==> src/rtl/pipelined_cla_addsub.sv <==
// Pipelined carry-lookahead adder/subtractor: one operand segment per stage, registered
// inter-segment carry, operand skew / result de-skew, global-stall valid/ready handshake.
module pipelined_cla_addsub #(
    parameter int WIDTH  = 32,
    parameter int STAGES = 4
) (
    input  logic             clock,
    input  logic             reset_n,
    input  logic             in_valid,
    output logic             in_ready,
    input  logic [WIDTH-1:0] A,
    input  logic [WIDTH-1:0] B,
    input  logic             Cin,
    input  logic             Sub,
    output logic             out_valid,
    input  logic             out_ready,
    output logic [WIDTH-1:0] S,
    output logic             Cout,
    output logic             Over,
    output logic             Zero
);
    localparam int SEG = WIDTH / STAGES;
    localparam int L   = STAGES - 1;

    logic              adv;
    logic [STAGES:0]   vld_pipe;

    assign adv       = !vld_pipe[STAGES] || out_ready;
    assign in_ready  = adv;
    assign out_valid = vld_pipe[STAGES];

    always_ff @(posedge clock or negedge reset_n) begin
        if (!reset_n)
            vld_pipe <= '0;
        else if (adv)
            vld_pipe <= {vld_pipe[STAGES-1:0], in_valid};
    end

    // Level k holds the operand bits not yet added (skew), the finished low result
    // bits (de-skew) and, on top of those, the carry into segment k.
    for (genvar k = 0; k < STAGES; k++) begin : g_stg
        localparam int LO = k * SEG;
        localparam int RW = WIDTH - LO;

        logic [RW-1:0]     a_q, b_q;
        logic [LO:0]       cs_q;
        logic [SEG-1:0]    sum;
        logic              co;
        logic [LO+SEG:0]   cs_nx;

        cla_seg #(.W(SEG)) u_seg (
            .a  (a_q[SEG-1:0]),
            .b  (b_q[SEG-1:0]),
            .ci (cs_q[LO]),
            .s  (sum),
            .co (co)
        );

        assign cs_nx[LO+SEG:LO] = {co, sum};

        if (k == 0) begin : g_first
            always_ff @(posedge clock or negedge reset_n) begin
                if (!reset_n) begin
                    a_q  <= '0;
                    b_q  <= '0;
                    cs_q <= '0;
                end else if (adv) begin
                    a_q  <= A;
                    b_q  <= Sub ? ~B : B;
                    cs_q <= Cin;
                end
            end
        end else begin : g_next
            assign cs_nx[LO-1:0] = cs_q[LO-1:0];

            always_ff @(posedge clock or negedge reset_n) begin
                if (!reset_n) begin
                    a_q  <= '0;
                    b_q  <= '0;
                    cs_q <= '0;
                end else if (adv) begin
                    a_q  <= g_stg[k-1].a_q[RW+SEG-1:SEG];
                    b_q  <= g_stg[k-1].b_q[RW+SEG-1:SEG];
                    cs_q <= g_stg[k-1].cs_nx;
                end
            end
        end
    end

    // Flags come from the last stage, whose operand slice still carries both MSBs.
    always_ff @(posedge clock or negedge reset_n) begin
        if (!reset_n) begin
            S    <= '0;
            Cout <= 1'b0;
            Over <= 1'b0;
            Zero <= 1'b0;
        end else if (adv) begin
            S    <= g_stg[L].cs_nx[WIDTH-1:0];
            Cout <= g_stg[L].cs_nx[WIDTH];
            Over <= (g_stg[L].a_q[SEG-1] == g_stg[L].b_q[SEG-1]) &&
                    (g_stg[L].sum[SEG-1] != g_stg[L].a_q[SEG-1]);
            Zero <= ~|g_stg[L].cs_nx[WIDTH-1:0];
        end
    end
endmodule

// One segment: 4-bit lookahead groups with a second lookahead level over group P/G.
module cla_seg #(
    parameter int W = 8
) (
    input  logic [W-1:0] a,
    input  logic [W-1:0] b,
    input  logic         ci,
    output logic [W-1:0] s,
    output logic         co
);
    localparam int NG = W / 4;

    logic [W-1:0]  p, g, c;
    logic [NG-1:0] gp, gg;
    logic [NG:0]   gc;

    always_comb begin
        p  = a ^ b;
        g  = a & b;
        c  = '0;
        gp = '0;
        gg = '0;
        gc = '0;
        gc[0] = ci;
        for (int j = 0; j < NG; j++) begin
            gp[j]   = &p[4*j +: 4];
            gg[j]   = g[4*j+3] | (p[4*j+3] & g[4*j+2]) | (p[4*j+3] & p[4*j+2] & g[4*j+1]) |
                      (&p[4*j+1 +: 3] & g[4*j]);
            gc[j+1] = gg[j] | (gp[j] & gc[j]);
        end
        for (int j = 0; j < NG; j++) begin
            c[4*j]   = gc[j];
            c[4*j+1] = g[4*j] | (p[4*j] & gc[j]);
            c[4*j+2] = g[4*j+1] | (p[4*j+1] & g[4*j]) | (p[4*j+1] & p[4*j] & gc[j]);
            c[4*j+3] = g[4*j+2] | (p[4*j+2] & g[4*j+1]) | (p[4*j+2] & p[4*j+1] & g[4*j]) |
                       (p[4*j+2] & p[4*j+1] & p[4*j] & gc[j]);
        end
        s  = p ^ c;
        co = gc[NG];
    end
endmodule

==> config.mk <==
export PLATFORM = sky130hd
export DESIGN_NAME = pipelined_cla_addsub
export DESIGN_NICKNAME = d
export VERILOG_FILES = /design/src/rtl/pipelined_cla_addsub.sv
export SDC_FILE = /design/constraint.sdc
export NUM_CORES = 1
export LEC_CHECK = 0
export BUFFER_PORTS_ARGS = -buffer_cell sky130_fd_sc_hd__buf_2
export CAP_MARGIN = 5
export CORE_UTILIZATION = 31
export DETAILED_ROUTE_END_ITERATION = 10
export GPL_TIMING_DRIVEN = 0
export PLACE_DENSITY_LB_ADDON = 0.25
export SETUP_SLACK_MARGIN = 0.3
export SYNTH_ARGS = -nofsm -noshare
export SYNTH_HDL_FRONTEND = slang
export SYNTH_HIERARCHICAL = 1
export SYNTH_SLANG_ARGS = --single-unit
==> constraint.sdc <==
create_clock -name clock -period 2.61 [get_ports clock]
set_input_delay 0.522 -clock clock [delete_from_list [all_inputs] [get_ports clock]]
set_output_delay 0.522 -clock clock [all_outputs]
set_load 0.005 [all_outputs]
; ---- Word level (Yosys, flattened, before mapping)
; Index checks and enable logic that the tools add are counted.
[op_classes]
eq_ne = 2
muxes = 1
n_bitwise = 205
reduce_logical = 21
[ops]
columns = op, count
row1 = AND 1 bit, 112
row2 = OR 1 bit, 80
row3 = bitwise XOR 8 bit, 8
row4 = AND 8 bit, 4
row5 = 2-to-1 mux 32 bit, 1
row6 = inverter 32 bit, 1
row7 = AND reduction 4 bit, 8
row8 = OR reduction 32 bit, 1
row9 = AND reduction 3 bit, 8
row10 = zero test 1 bit, 2
row11 = == test 1 bit, 1
row12 = logical AND 1 bit, 1
row13 = logical OR 1 bit, 1
row14 = inequality test 1 bit, 1
[totals]
regBits = 252
input_bits = 70
output_inout_bits = 37
wordCells = 246

; ---- Logic depth before layout (Yosys ltp)
; Gate-level depths: netlist (run 1).
[logic_depth]
depth_word = 11
ltp_mapped = 9
depth_no_buf = 9

; ---- Cells and area by module
; Netlist (run 1), hierarchy kept.
[by_module_without_submodules]
columns = module, instances, cells_per_inst, area_each_um2, seq_area_each_um2
row1 = pipelined_cla_addsub, 1, 1079, 9937.0, 6306.0
row2 = cla_seg (g_stg[1].u_seg ...), 3, 34, 306.5, 0.0
row3 = cla_seg (g_stg[0].u_seg), 1, 41, 327.8, 0.0

; ---- Worst setup path after synthesis (run 1)
; OpenSTA, ideal clock, no wires.
[synth_timing]
path_kind = register to register
start = reg g_stg[3].a_q[1]
end = reg Zero
setup_time_ns = 0.095
arrival_time_ns = 2.604
required_ns = 2.515
setup_slack_ns = -0.090
stages_incl_launch_ff = 10
n_path_buf = 0
synth_period_minus_slack_ns = 2.700
path_cell_list = dfrtp_1 > ha_1 > and3_1 > a221o_1 > or2_2 > fa_1 > xor2_1 > nor4_1 > nand4_1 > o31ai_1
[synth_via]
elab_chain_cells = 10
word_cells_on_any_way = 32
[synth_lines]
columns = item, line
row1 = "start, declared", 45  ; logic [RW-1:0] a_q, b_q;
row2 = "start signal, assigned", 82  ; a_q <= g_stg[k-1].a_q[RW+SEG-1:SEG];
row3 = bitwise XOR 8 bit or AND 8 bit (tied branches), "124, 125"
row4 = AND reduction 3 bit or AND 1 bit (tied branches), "134, 133"
row5 = AND 1 bit or OR 1 bit (tied branches), "134, 133"
row6 = OR 1 bit, 133  ; gg[j] = g[4*j+3] | (p[4*j+3] & g[4*j+2]) | (p[4*j+3] & p[4*j+2] & g[4*j+1]) |
row7 = OR 1 bit (*), 135  ; gc[j+1] = gg[j] | (gp[j] & gc[j]);
row8 = AND 1 bit (*), 139  ; c[4*j+1] = g[4*j] | (p[4*j] & gc[j]);
row9 = OR 1 bit (*), 139
row10 = bitwise XOR 8 bit (*), 144  ; s = p ^ c;
row11 = net g_stg[3].sum[5], 47  ; logic [SEG-1:0] sum;
row12 = OR reduction 32 bit (*), 102  ; Zero <= ~|g_stg[L].cs_nx[WIDTH-1:0];
row13 = zero test 1 bit (*), 102
row14 = "end signal, assigned", 102
row15 = "end, declared", 20  ; output logic Zero
; Mark *: on every way through the listed nets, which the timed path passes. The rest lies on a longest branch.
; A chain may end at the register's enable or synchronous reset.

; ---- Final worst setup path (run 1)
[layout_timing]
start = reg g_stg[3].a_q[0]
end = reg Zero
[layout_via]
elab_chain_cells = 9
word_cells_on_any_way = 28
[layout_lines]
columns = item, line
row1 = bitwise XOR 8 bit or AND 8 bit (tied branches), "124, 125"
row2 = AND reduction 4 bit or AND 1 bit (tied branches), "132, 134"
row3 = AND 1 bit or OR 1 bit (tied branches), "135, 133"
row4 = OR 1 bit (*), 135
row5 = AND 1 bit (*), 139
row6 = OR 1 bit (*), 139
row7 = bitwise XOR 8 bit (*), 144
row8 = net g_stg[3].sum[5], 47
row9 = OR reduction 32 bit (*), 102
row10 = zero test 1 bit (*), 102
; Marks and branches as above.

==> metrics.yaml, run 1 <==
synth:
  yosysUniqueCellTypes: 38
  synthArstFlopShare_pct: 100.0
  synth_seq_area_share_pct: 56.38
  yosys.area.top_type_share_pct: 56.38
  avgSynthCellArea_um2: 9.153
  yosysMostFrequentCell: "nand2_1"
  syn-num-nets: 1332
  synthCells: 1222
  yosys.area.top_type: "dfrtp_1"
  synth_compound_area_share_pct: 4.352
  ys_seq_elements: 252
  yosys-mux-area-fraction_pct: 0
  synth_edf_count: 0
  synthTopCellsByCount: "nand2_1 (689), dfrtp_1 (252), xnor2_1 (42), o21ai_0 (35), ha_1 (32)"
  synth_area_um2: 11180
  synthSimpleGateAreaFrac_pct: 24.87
  synth_area_leaders: "dfrtp_1 (56%), nand2_1 (23%), ha_1 (3.6%)"
  synth_adder_area_share_pct: 5.012
  synth_ff_type: "dfrtp_1"
  yosys_warnings: 6
  synth_top_family_by_area: "simple AND/OR/NAND/NOR gates"
  synth-xor-area-share_pct: 4.150
critical_path:
  reg2reg_depth: 9
  end_kind: "register"
  path_class: "register to register"
  critPathArrivalTime_ps: 3050
  cp.required_ps: 3040
  max_stage_delay_ps: 380
  r2r-start: "g_stg[3].a_q[0]$_DFFE_PN0P_"
  r2r_end: "Zero$_DFFE_PN0P_"
  cp_slowest_cell: "dfrtp_1"
  r2r_slack_ps: -9
  path_cells: "ha_1 -> a21o_1 -> a221o_1 -> or2_4 -> fa_2 -> xor2_1 -> nor4_2 -> nand4_1 -> o31ai_1"
  cp_max_fo: 2
  startpoint_type: "register"
global_routing:
  grt_max_degree: 89
  grt_pass1_wl_um: 42660
  antenna_found_initial: 0
  overflow: 0
  grt_pass1_vias: 8207
  grt_usage_pct: 14.69
routing:
  met1_length_um: 12780
  met2_length_um: 11570
  vias: 8065
  post_drt_wl_per_cell_um: 14.18
  dr.first_iter.drc_count: 406
  wl_um: 26270
  route.detailed.drc: 0
  top_layer_used: "met4"
  route.met3.wl_um: 1157
  via_per_inst: 4.352
  ant_nets: 0
  dr.pass1.iters: 4
sta:
  finalHoldViolCount: 0
  skew_ps: 12.48
  fin_crit_sh_pct: 100.3
  rsz0062_at_grt: "yes"
  worst_pin_slew_ps: 648.8
  fin_ws_ps: -8.879
  slew_headroom_pct: 56.75
  fmax_mhz: 381.8
  slew_viol_final: 0
  min_period_ps: 2619
  fin_tns_setup_ps: -8.879
  hold_ws_ps: 186.5
  finalSetupViolCount: 1
place:
  numPortBuffers: 105
  place_inst: 1790
  postPlaceCellArea_um2: 12370
  gp_congestion: 0.7752
  dpl.hpwl_um: 19590
clock_tree:
  cts_tree: "built"
  clock_tree.root_cell: "clkbuf_16"
  cts_sinks: 252
  cts_buffers: 27
  cts_buffer_depth: 3
  htree_levels: 1
  clk_pin_slew_ps: 60
  insertion_delay_ps: 530
pwr:
  p_per_area_nw_per_um2: 1282
  ir_drop_v: 0.0005347
  leakagePower_nw: 7.171
floorplan:
  fp.dieW_um: 191.9
  start_util_pct: 31.44
  rows: 69
  core-area_um2: 35570
  fp.dieH_um: 191.9
  io_pins: 107
  dieArea_um2: 36840
final_layout:
  drive_gt1_share_pct: 17.89
  antenna_cells: 0
  utilization_pct: 38.09
  fin_cells: 1853
  fillCellCount: 3684
  finalInstanceArea_um2: 13550
  nets: 1483
  syn_to_final_growth_pct: 21.13
hold_path:
  worstHoldEndpoint: "g_stg[0].a_q[15]$_DFFE_PN0P_"
  hold_class: "primary input to register"
  hp-start: "A[15]"
  hold_depth: 3
status:
  failed_checks: "setup timing"
  status: "finished, violations left"
flow_run:
  max-cap-violations: 0
what timing repair did:
action	in CTS	in global routing
gates cloned	0	0
pin swaps	12	13
hold endpoints to repair	5	0
gates resized for setup	12	9
endpoints found under the setup margin	5	6
buffers inserted	10	4
hold buffers	1	0
critical path, delay by kind of cell, from the launching register on:
kind	cells	cell delay [ps]
simple gates	3	630
xor+xnor	1	170
compound gates	3	730
fa+ha+maj	2	620
flops	1	380
area by class of cell:
class	instances	area, um2	area share [%]
Sequential cell	252	6306	46.55
Multi-Input combinational cell	888	4447	32.82
Clock buffer	40	804.5	5.938
Timing Repair Buffer	122	713.2	5.264
Tap cell	461	576.8	4.257
Buffer	60	500.5	3.694
Clock inverter	8	115.1	0.8496
Inverter	22	85.08	0.6280
per-layer routing:
| metal | vias up | global-route usage, % |
|---|---|---|
| li1 | 4123 | - |
| met1 | 3766 | 20.88 |
| met2 | 130 | 23.20 |
| met3 | 46 | 1.718 |
| met4 | 0 | 4.853 |
| met5 | - | 0 |
flip-flops by register name, indices dropped and copies added, names as in the netlist:
signal	count
g_stg.b_q	80
g_stg.cs_q	52
Cout	1
Over	1
vld_pipe	5
S	32
g_stg.a_q	80
Zero	1
cell usage in the layout (no fill, tap or decap), types with 5 or more instances in the layout:
cell	synthesis	final
nor4_1	8	6
ha_1	32	24
o21ai_0	35	34
o21a_1	6	6
and3_1	6	5
clkbuf_1	2	7
buf_6	26	28
xnor2_1	42	42
clkbuf_8	0	8
dfrtp_1	252	252
clkinv_2	0	5
buf_2	22	126
nand2_1	689	687
inv_1	21	21
xor2_1	11	9
a21o_1	9	9
nor2_1	5	5
ha_4	0	8
clkbuf_16	0	27
buf_4	8	20
fa_1	8	5
power by group:
part | switching [mW] | internal (mW)
logic | 3.73 | 2.96
clock network | 1.52 | 2.41
registers | 1.11 | 5.64
total | 6.36 | 11.0
per-stage QoR:
step | total power, mW | setup slack [ps]
after detailed placement | 13.09 | -171.2
after global routing | 18.82 | -92.08
after CTS | 17.47 | -96.16
after floorplan | 10.91 | 132.2
final | 17.37 | -8.879
after global placement | 12.89 | -3621
worst max-delay path by stage:
stage	from	to	slack [ps]	cells after the start
finish	g_stg[3].a_q[0]$_DFFE_PN0P_	Zero$_DFFE_PN0P_	-9	9
global route	g_stg[3].a_q[0]$_DFFE_PN0P_	Zero$_DFFE_PN0P_	-90	9
CTS	g_stg[3].b_q[3]$_DFFE_PN0P_	Zero$_DFFE_PN0P_	-100	9
detailed placement	g_stg[3].a_q[3]$_DFFE_PN0P_	Zero$_DFFE_PN0P_	-170	9
global placement	reset_n	g_stg[0].a_q[8]$_DFFE_PN0P_	-3620	1
floorplan	g_stg[3].a_q[3]$_DFFE_PN0P_	Zero$_DFFE_PN0P_	130	9
logic make-up (layout without fill, tap and decap cells):
| kind of cell | count (synthesis) | count (layout) |
|---|---|---|
| flops | 252 | 252 |
| fa+ha+maj | 40 | 40 |
| compound gates | 74 | 74 |
| simple gates | 721 | 721 |
| buf+inv | 82 | 252 |
| xor+xnor | 53 | 53 |
Note: power is estimated with default switching activity, not from simulation.
==> run 2, diff against run 1 <==
==> constraint.sdc (replaced) <==
create_clock -name clock -period 2.3 [get_ports clock]
set_input_delay 0.46 -clock clock [delete_from_list [all_inputs] [get_ports clock]]
set_output_delay 0.46 -clock clock [all_outputs]
set_load 0.005 [all_outputs]
==> metrics.yaml, run 2 (synthesized netlist as in run 1, its figures left out) <==
sta:
  fin_ws_ps: -330.6  # was -8.879 ps
  finalHoldViolCount: 0  # unchanged
  slew_viol_final: 0  # unchanged
  finalSetupViolCount: 2  # was 1
  slew_headroom_pct: 60.41  # was 56.75%
  min_period_ps: 2631  # was 2619 ps
  rsz0062_at_grt: "yes"  # unchanged
  skew_ps: 10.15  # was 12.48 ps
  worst_pin_slew_ps: 593.8  # was 648.8 ps
  fmax_mhz: 380.1  # was 381.8 MHz
  fin_tns_setup_ps: -506.7  # was -8.879 ps
  fin_crit_sh_pct: 114.4  # was 100.3%
clock_tree:
  htree_levels: 1  # unchanged
  cts_sinks: 252  # unchanged
  cts_buffers: 27  # unchanged
  insertion_delay_ps: 520  # was 530 ps
  clk_pin_slew_ps: 60  # about the same
  cts_tree: "built"  # unchanged
  cts_buffer_depth: 3  # unchanged
  clock_tree.root_cell: "clkbuf_16"  # unchanged
final_layout:
  final_cell_mix: "nand2_1 (688), dfrtp_1 (252), buf_2 (125), xnor2_1 (41), o21ai_0 (34)"  # was nand2_1 (687), dfrtp_1 (252), buf_2 (126), xnor2_1 (42), o21ai_0 (34)
  syn_to_final_growth_pct: 21.93  # was 21.13%
  nets: 1489  # was 1483
  antenna_cells: 0  # unchanged
  drive_gt1_share_pct: 18.24  # was 17.89%
  final_common_cell: "nand2_1"  # unchanged
  seqCellArea_um2: 6306  # unchanged
  top_regs: "g_stg.a_q: 80 flops, g_stg.b_q: 80 flops, g_stg.cs_q: 52 flops"  # unchanged
  finalInstanceArea_um2: 13640  # was 13550 um2
  multi_input_area_um2: 4492  # was 4447 um2
  fillCellCount: 3727  # was 3684
critical_path:
  critPathArrivalTime_ps: 3060  # was 3050 ps
  end_kind: "register"  # unchanged
  cp_max_fo: 3  # was 2
  crit_buf_inv: 0  # unchanged
  reg2reg_depth: 9  # unchanged
  max_stage_delay_ps: 420  # was 380 ps
  path_class: "register to register"  # unchanged
  r2r-start: "g_stg[3].b_q[3]$_DFFE_PN0P_"  # was g_stg[3].a_q[0]$_DFFE_PN0P_
  r2r_end: "Zero$_DFFE_PN0P_"  # unchanged
  r2r_slack_ps: -330  # was -9 ps
  cp_slowest_cell: "dfrtp_1"  # unchanged
  cp.required_ps: 2730  # was 3040 ps
  startpoint_type: "register"  # unchanged
  crit_family: "simple AND/OR/NAND/NOR gates"  # was compound AO/OA/AOI/OAI gates
  path_cells: "ha_4 -> and3_4 -> a221o_1 -> or2_4 -> fa_2 -> xor2_2 -> nor4_2 -> nand4_1 -> o31ai_1"  # was ha_1 -> a21o_1 -> a221o_1 -> or2_4 -> fa_2 -> xor2_1 -> nor4_2 -> nand4_1 -> o31ai_1
flow_run:
  max-cap-violations: 0  # unchanged
pwr:
  switching_power_mw: 7.291  # was 6.357 mW
  leakagePower_nw: 7.193  # was 7.171 nW
  seq_power_share_pct: 38.6  # was 38.9%
  power_frac_clock_pct: 21.8  # was 22.6%
  p_per_area_nw_per_um2: 1457  # was 1282 nW/um2
  ir_drop_v: 0.0005915  # was 0.0005347 V
  pwr-share-comb_pct: 39.6  # was 38.5%
  p_int_mw: 12.58  # was 11.01 mW
  swShare_pct: 36.69  # was 36.60%
  power_mw: 19.87  # was 17.37 mW
routing:
  dr.pass1.iters: 5  # was 4
  vias: 8133  # was 8065
  via_per_inst: 4.375  # was 4.352
  dr.first_iter.drc_count: 444  # was 406
  ant_nets: 0  # unchanged
  wl_um: 26810  # was 26270 um
  route.detailed.drc: 0  # unchanged
  post_drt_wl_per_cell_um: 14.42  # was 14.18 um
floorplan:
  io_pins: 107  # unchanged
  core-area_um2: 35570  # unchanged
  start_util_pct: 31.44  # unchanged
  dieArea_um2: 36840  # unchanged
  rows: 69  # unchanged
  fp.dieW_um: 191.9  # unchanged
  fp.dieH_um: 191.9  # unchanged
place:
  numPortBuffers: 105  # unchanged
  postPlaceCellArea_um2: 12420  # was 12370 um2
  dpl.hpwl_um: 19660  # was 19590 um
  detailedPlace.worstSlack_ps: -479.0  # was -171.2 ps
  gp_congestion: 0.7606  # was 0.7752
hold_path:
  hp-start: "A[23]"  # was A[15]
  hold_class: "primary input to register"  # unchanged
  hold_depth: 3  # unchanged
  worstHoldEndpoint: "g_stg[0].a_q[23]$_DFFE_PN0P_"  # was g_stg[0].a_q[15]$_DFFE_PN0P_
status:
  status: "finished, violations left"  # unchanged
  failed_checks: "setup timing"  # unchanged
global_routing:
  grt_max_degree: 119  # was 89
  grt_pass1_wl_um: 44380  # was 42660 um
  overflow: 0  # unchanged
  antenna_found_initial: 0  # unchanged
  grt_usage_pct: 15.20  # was 14.69%
  grt_pass1_vias: 8355  # was 8207
==> run 2: cell count changes in the layout (fill, tap and decap cells not counted), moves of 2 or more <==
cell       change
bufinv_16      -2
clkbuf_8       +4
clkbuf_1       +3
ha_4           +2
buf_4          +6
ha_1           -2
clkinv_2       -5
==> run 2: worst min-delay path, stage by stage <==
cell and delay [ps]:
buf_2 80, nand2_1 40, nand2_1 50
==> run 2: worst max path at each step <==
stage | slack, ps | cells past startpoint | to | from
3_5_place_dp | -480 | 9 | Zero$_DFFE_PN0P_ | g_stg[3].a_q[3]$_DFFE_PN0P_
4_1_cts | -440 | 9 | Zero$_DFFE_PN0P_ | g_stg[3].b_q[3]$_DFFE_PN0P_
2_1_floorplan | -180 | 9 | Zero$_DFFE_PN0P_ | g_stg[3].a_q[3]$_DFFE_PN0P_
3_3_place_gp | -3860 | 1 | g_stg[0].a_q[9]$_DFFE_PN0P_ | reset_n
5_1_grt | -470 | 9 | Zero$_DFFE_PN0P_ | g_stg[3].b_q[3]$_DFFE_PN0P_
6_report | -330 | 9 | Zero$_DFFE_PN0P_ | g_stg[3].b_q[3]$_DFFE_PN0P_
==> run 2: final cells by class <==
cell class	instances	area share (%)
Timing Repair Buffer	128	5.606
Buffer	60	3.734
Clock inverter	1	0.2202
Multi-Input combinational cell	888	32.94
Inverter	22	0.6423
Clock buffer	47	6.386
Tap cell	461	4.230
Sequential cell	252	46.24
==> run 2: timing repair <==
action,in CTS,in global routing
endpoints found under the hold margin,63,0
endpoints found under the setup margin,10,17
gates resized for setup,17,5
hold buffers,1,0
cloned,0,0
pin swaps,24,16
buffers inserted,16,4
==> run 2: layer usage <==
metal  track usage [%]  routed length [um]
met4             4.121                 597
met2             24.48               12230
met3             1.882                1143
met1             21.45               12840
met5                 0                   0
==> run 2: power groups by stage <==
stage,Clock (mW),Sequential [mW],Combinational (mW)
2_1_floorplan,0,7.39,5.11
3_3_place_gp,0,7.69,7.06
3_5_place_dp,0,7.74,7.23
4_1_cts,4.45,7.71,7.78
5_1_grt,4.62,7.95,9.02
6_report,4.33,7.68,7.87
==> run 2: stage by stage <==
stage	instances	hold slack [ps]	utilization, %
finish	1859	136.7	38.34
global route	1859	121.4	38.34
CTS	1855	110.5	38.18
detailed placement	1790	449.2	34.93
global placement	1788	446.7	34.75
floorplan	1222	164.4	-
==> run 3, diff against run 2 <==
--- a/config.mk
+++ b/config.mk
@@ -8,8 +8,9 @@
 export BUFFER_PORTS_ARGS = -buffer_cell sky130_fd_sc_hd__buf_2
 export CAP_MARGIN = 5
 export CORE_UTILIZATION = 31
+export CTS_CLUSTER_SIZE = 30
 export DETAILED_ROUTE_END_ITERATION = 10
-export GPL_TIMING_DRIVEN = 0
+export GPL_TIMING_DRIVEN = 1
 export PLACE_DENSITY_LB_ADDON = 0.25
 export SETUP_SLACK_MARGIN = 0.3
 export SYNTH_ARGS = -nofsm -noshare
==> metrics.yaml, run 3 (synthesized netlist as in run 1, its figures left out) <==
routing:
  vias: 7869  # was 8133
  route.detailed.drc: 0  # unchanged
  ant_nets: 0  # unchanged
  dr.first_iter.drc_count: 437  # was 444
  post_drt_wl_per_cell_um: 13.21  # was 14.42 um
  via_per_inst: 4.340  # was 4.375
  dr.pass1.iters: 4  # was 5
  wl_um: 23950  # was 26810 um
floorplan:
  fp.dieW_um: 191.9  # unchanged
  dieArea_um2: 36840  # unchanged
  io_pins: 107  # unchanged
  start_util_pct: 31.44  # unchanged
  core-area_um2: 35570  # unchanged
  rows: 69  # unchanged
  fp.dieH_um: 191.9  # unchanged
global_routing:
  overflow: 0  # unchanged
  grt_pass1_vias: 7960  # was 8355
  grt_pass1_wl_um: 40450  # was 44380 um
  antenna_found_initial: 1  # was 0
  grt_usage_pct: 13.47  # was 15.20%
  grt_max_degree: 97  # was 119
sta:
  worst_pin_slew_ps: 575.3  # was 593.8 ps
  fin_crit_sh_pct: 113.6  # was 114.4%
  rsz0062_at_grt: "yes"  # unchanged
  min_period_ps: 2612  # was 2631 ps
  skew_ps: 14.95  # was 10.15 ps
  slew_headroom_pct: 61.29  # was 60.41%
  finalSetupViolCount: 3  # was 2
  fin_tns_setup_ps: -462.3  # was -506.7 ps
  finalHoldViolCount: 0  # unchanged
  hold_ws_ps: 121.9  # was 136.7 ps
  fmax_mhz: 382.8  # was 380.1 MHz
  slew_viol_final: 0  # unchanged
  fin_ws_ps: -312.3  # was -330.6 ps
final_layout:
  final_common_cell: "nand2_1"  # unchanged
  top_regs: "g_stg.a_q: 80 flops, g_stg.b_q: 80 flops, g_stg.cs_q: 52 flops"  # unchanged
  finalInstanceArea_um2: 13250  # was 13640 um2
  utilization_pct: 37.25  # was 38.34%
  fillCellCount: 3758  # was 3727
  nets: 1445  # was 1489
  fin_cells: 1813  # was 1859
  syn_to_final_growth_pct: 18.46  # was 21.93%
  final_cell_mix: "nand2_1 (688), dfrtp_1 (252), buf_2 (105), xnor2_1 (42), o21ai_0 (34)"  # was nand2_1 (688), dfrtp_1 (252), buf_2 (125), xnor2_1 (41), o21ai_0 (34)
  antenna_cells: 0  # unchanged
  drive_gt1_share_pct: 15.68  # was 18.24%
critical_path:
  path_class: "register to register"  # unchanged
  cp.required_ps: 2730  # about the same
  critical_path.startpoint: "g_stg[3].b_q[3]$_DFFE_PN0P_"  # unchanged
  end_kind: "register"  # unchanged
  critPathArrivalTime_ps: 3050  # was 3060 ps
  r2r-start: "g_stg[3].b_q[3]$_DFFE_PN0P_"  # unchanged
  cp_max_fo: 3  # unchanged
  startpoint_type: "register"  # unchanged
place:
  postPlaceCellArea_um2: 12210  # was 12420 um2
  gp_congestion: 0.7307  # was 0.7606
  detailedPlace.worstSlack_ps: -303.3  # was -479.0 ps
  numPortBuffers: 106  # was 105
  place_inst: 1757  # was 1790
  dpl.hpwl_um: 16260  # was 19660 um
hold_path:
  hold_class: "primary input to register"  # unchanged
  hp-start: "A[3]"  # was A[23]
clock_tree:
  cts_tree: "built"  # unchanged
  clock_tree.root_cell: "clkbuf_16"  # unchanged
  htree_levels: 1  # unchanged
  cts_sinks: 252  # unchanged
  clk_pin_slew_ps: 60  # about the same
  insertion_delay_ps: 530  # was 520 ps
  cts_buffer_depth: 3  # unchanged
  cts_buffers: 27  # unchanged
pwr:
  p_per_area_nw_per_um2: 1430  # was 1457 nW/um2
  leakagePower_nw: 6.944  # was 7.193 nW
  power_mw: 18.95  # was 19.87 mW
  ir_drop_v: 0.0006364  # was 0.0005915 V
flow_run:
  max-cap-violations: 0  # unchanged
status:
  status: "finished, violations left"  # unchanged
  failed_checks: "setup timing"  # unchanged
## run 3: critical path: stages (launching register included)
cell and delay, ps:
dfrtp_1 410, ha_4 260, and3_4 170, a221o_1 330
or2_4 230, fa_2 350, xor2_2 160, nor4_2 260
nand4_1 150, o31ai_2 200
## run 3: final timing paths
kind / cells past startpoint / slack (ps) / to
setup / recovery: 9 / -310 / Zero$_DFFE_PN0P_
setup reg to reg: 9 / -310 / Zero$_DFFE_PN0P_
min in group asynchronous: 2 / 480 / S[16]$_DFFE_PN0P_
hold reg to reg: 2 / 460 / g_stg[3].b_q[6]$_DFFE_PN0P_
max in group asynchronous: 3 / 1100 / g_stg[2].b_q[7]$_DFFE_PN0P_
hold / removal: 3 / 120 / g_stg[0].a_q[3]$_DFFE_PN0P_
## run 3: area by class of cell
| class | instances | area, um2 | area share [%] |
|---|---|---|---|
| Multi-Input combinational cell | 888 | 4468 | 33.72 |
| Tap cell | 461 | 576.8 | 4.354 |
| Inverter | 22 | 90.09 | 0.6799 |
| Clock inverter | 5 | 31.28 | 0.2361 |
| Timing Repair Buffer | 144 | 968.4 | 7.309 |
| Sequential cell | 252 | 6306 | 47.60 |
| Clock buffer | 41 | 808.3 | 6.101 |
## run 3: where the power goes
group / leakage (nW) / total (mW) / internal (mW) / switching (mW)
registers: 3.07 / 7.62 / 6.40 / 1.22
clock network: 0.414 / 4.08 / 2.40 / 1.68
logic: 3.46 / 7.25 / 3.28 / 3.97
total: 6.94 / 18.9 / 12.1 / 6.87
## run 3: routing by layer
layer  vias up  wire [um]  global-route usage (%)
met4         0        434                   3.388
met5         -          0                       0
li1       4028          -                       -
met3        29        987                   1.973
met2       106      10100                   20.17
met1      3706      12430                   20.22
## run 3: repair_timing
| item | CTS | global route |
|---|---|---|
| hold buffers | 1 | 0 |
| pin swaps | 10 | 11 |
| endpoints found under the setup margin | 12 | 16 |
| buffers inserted | 5 | 4 |
| gates cloned | 0 | 0 |
| resized for setup | 8 | 10 |
| endpoints found under the hold margin | 59 | 0 |
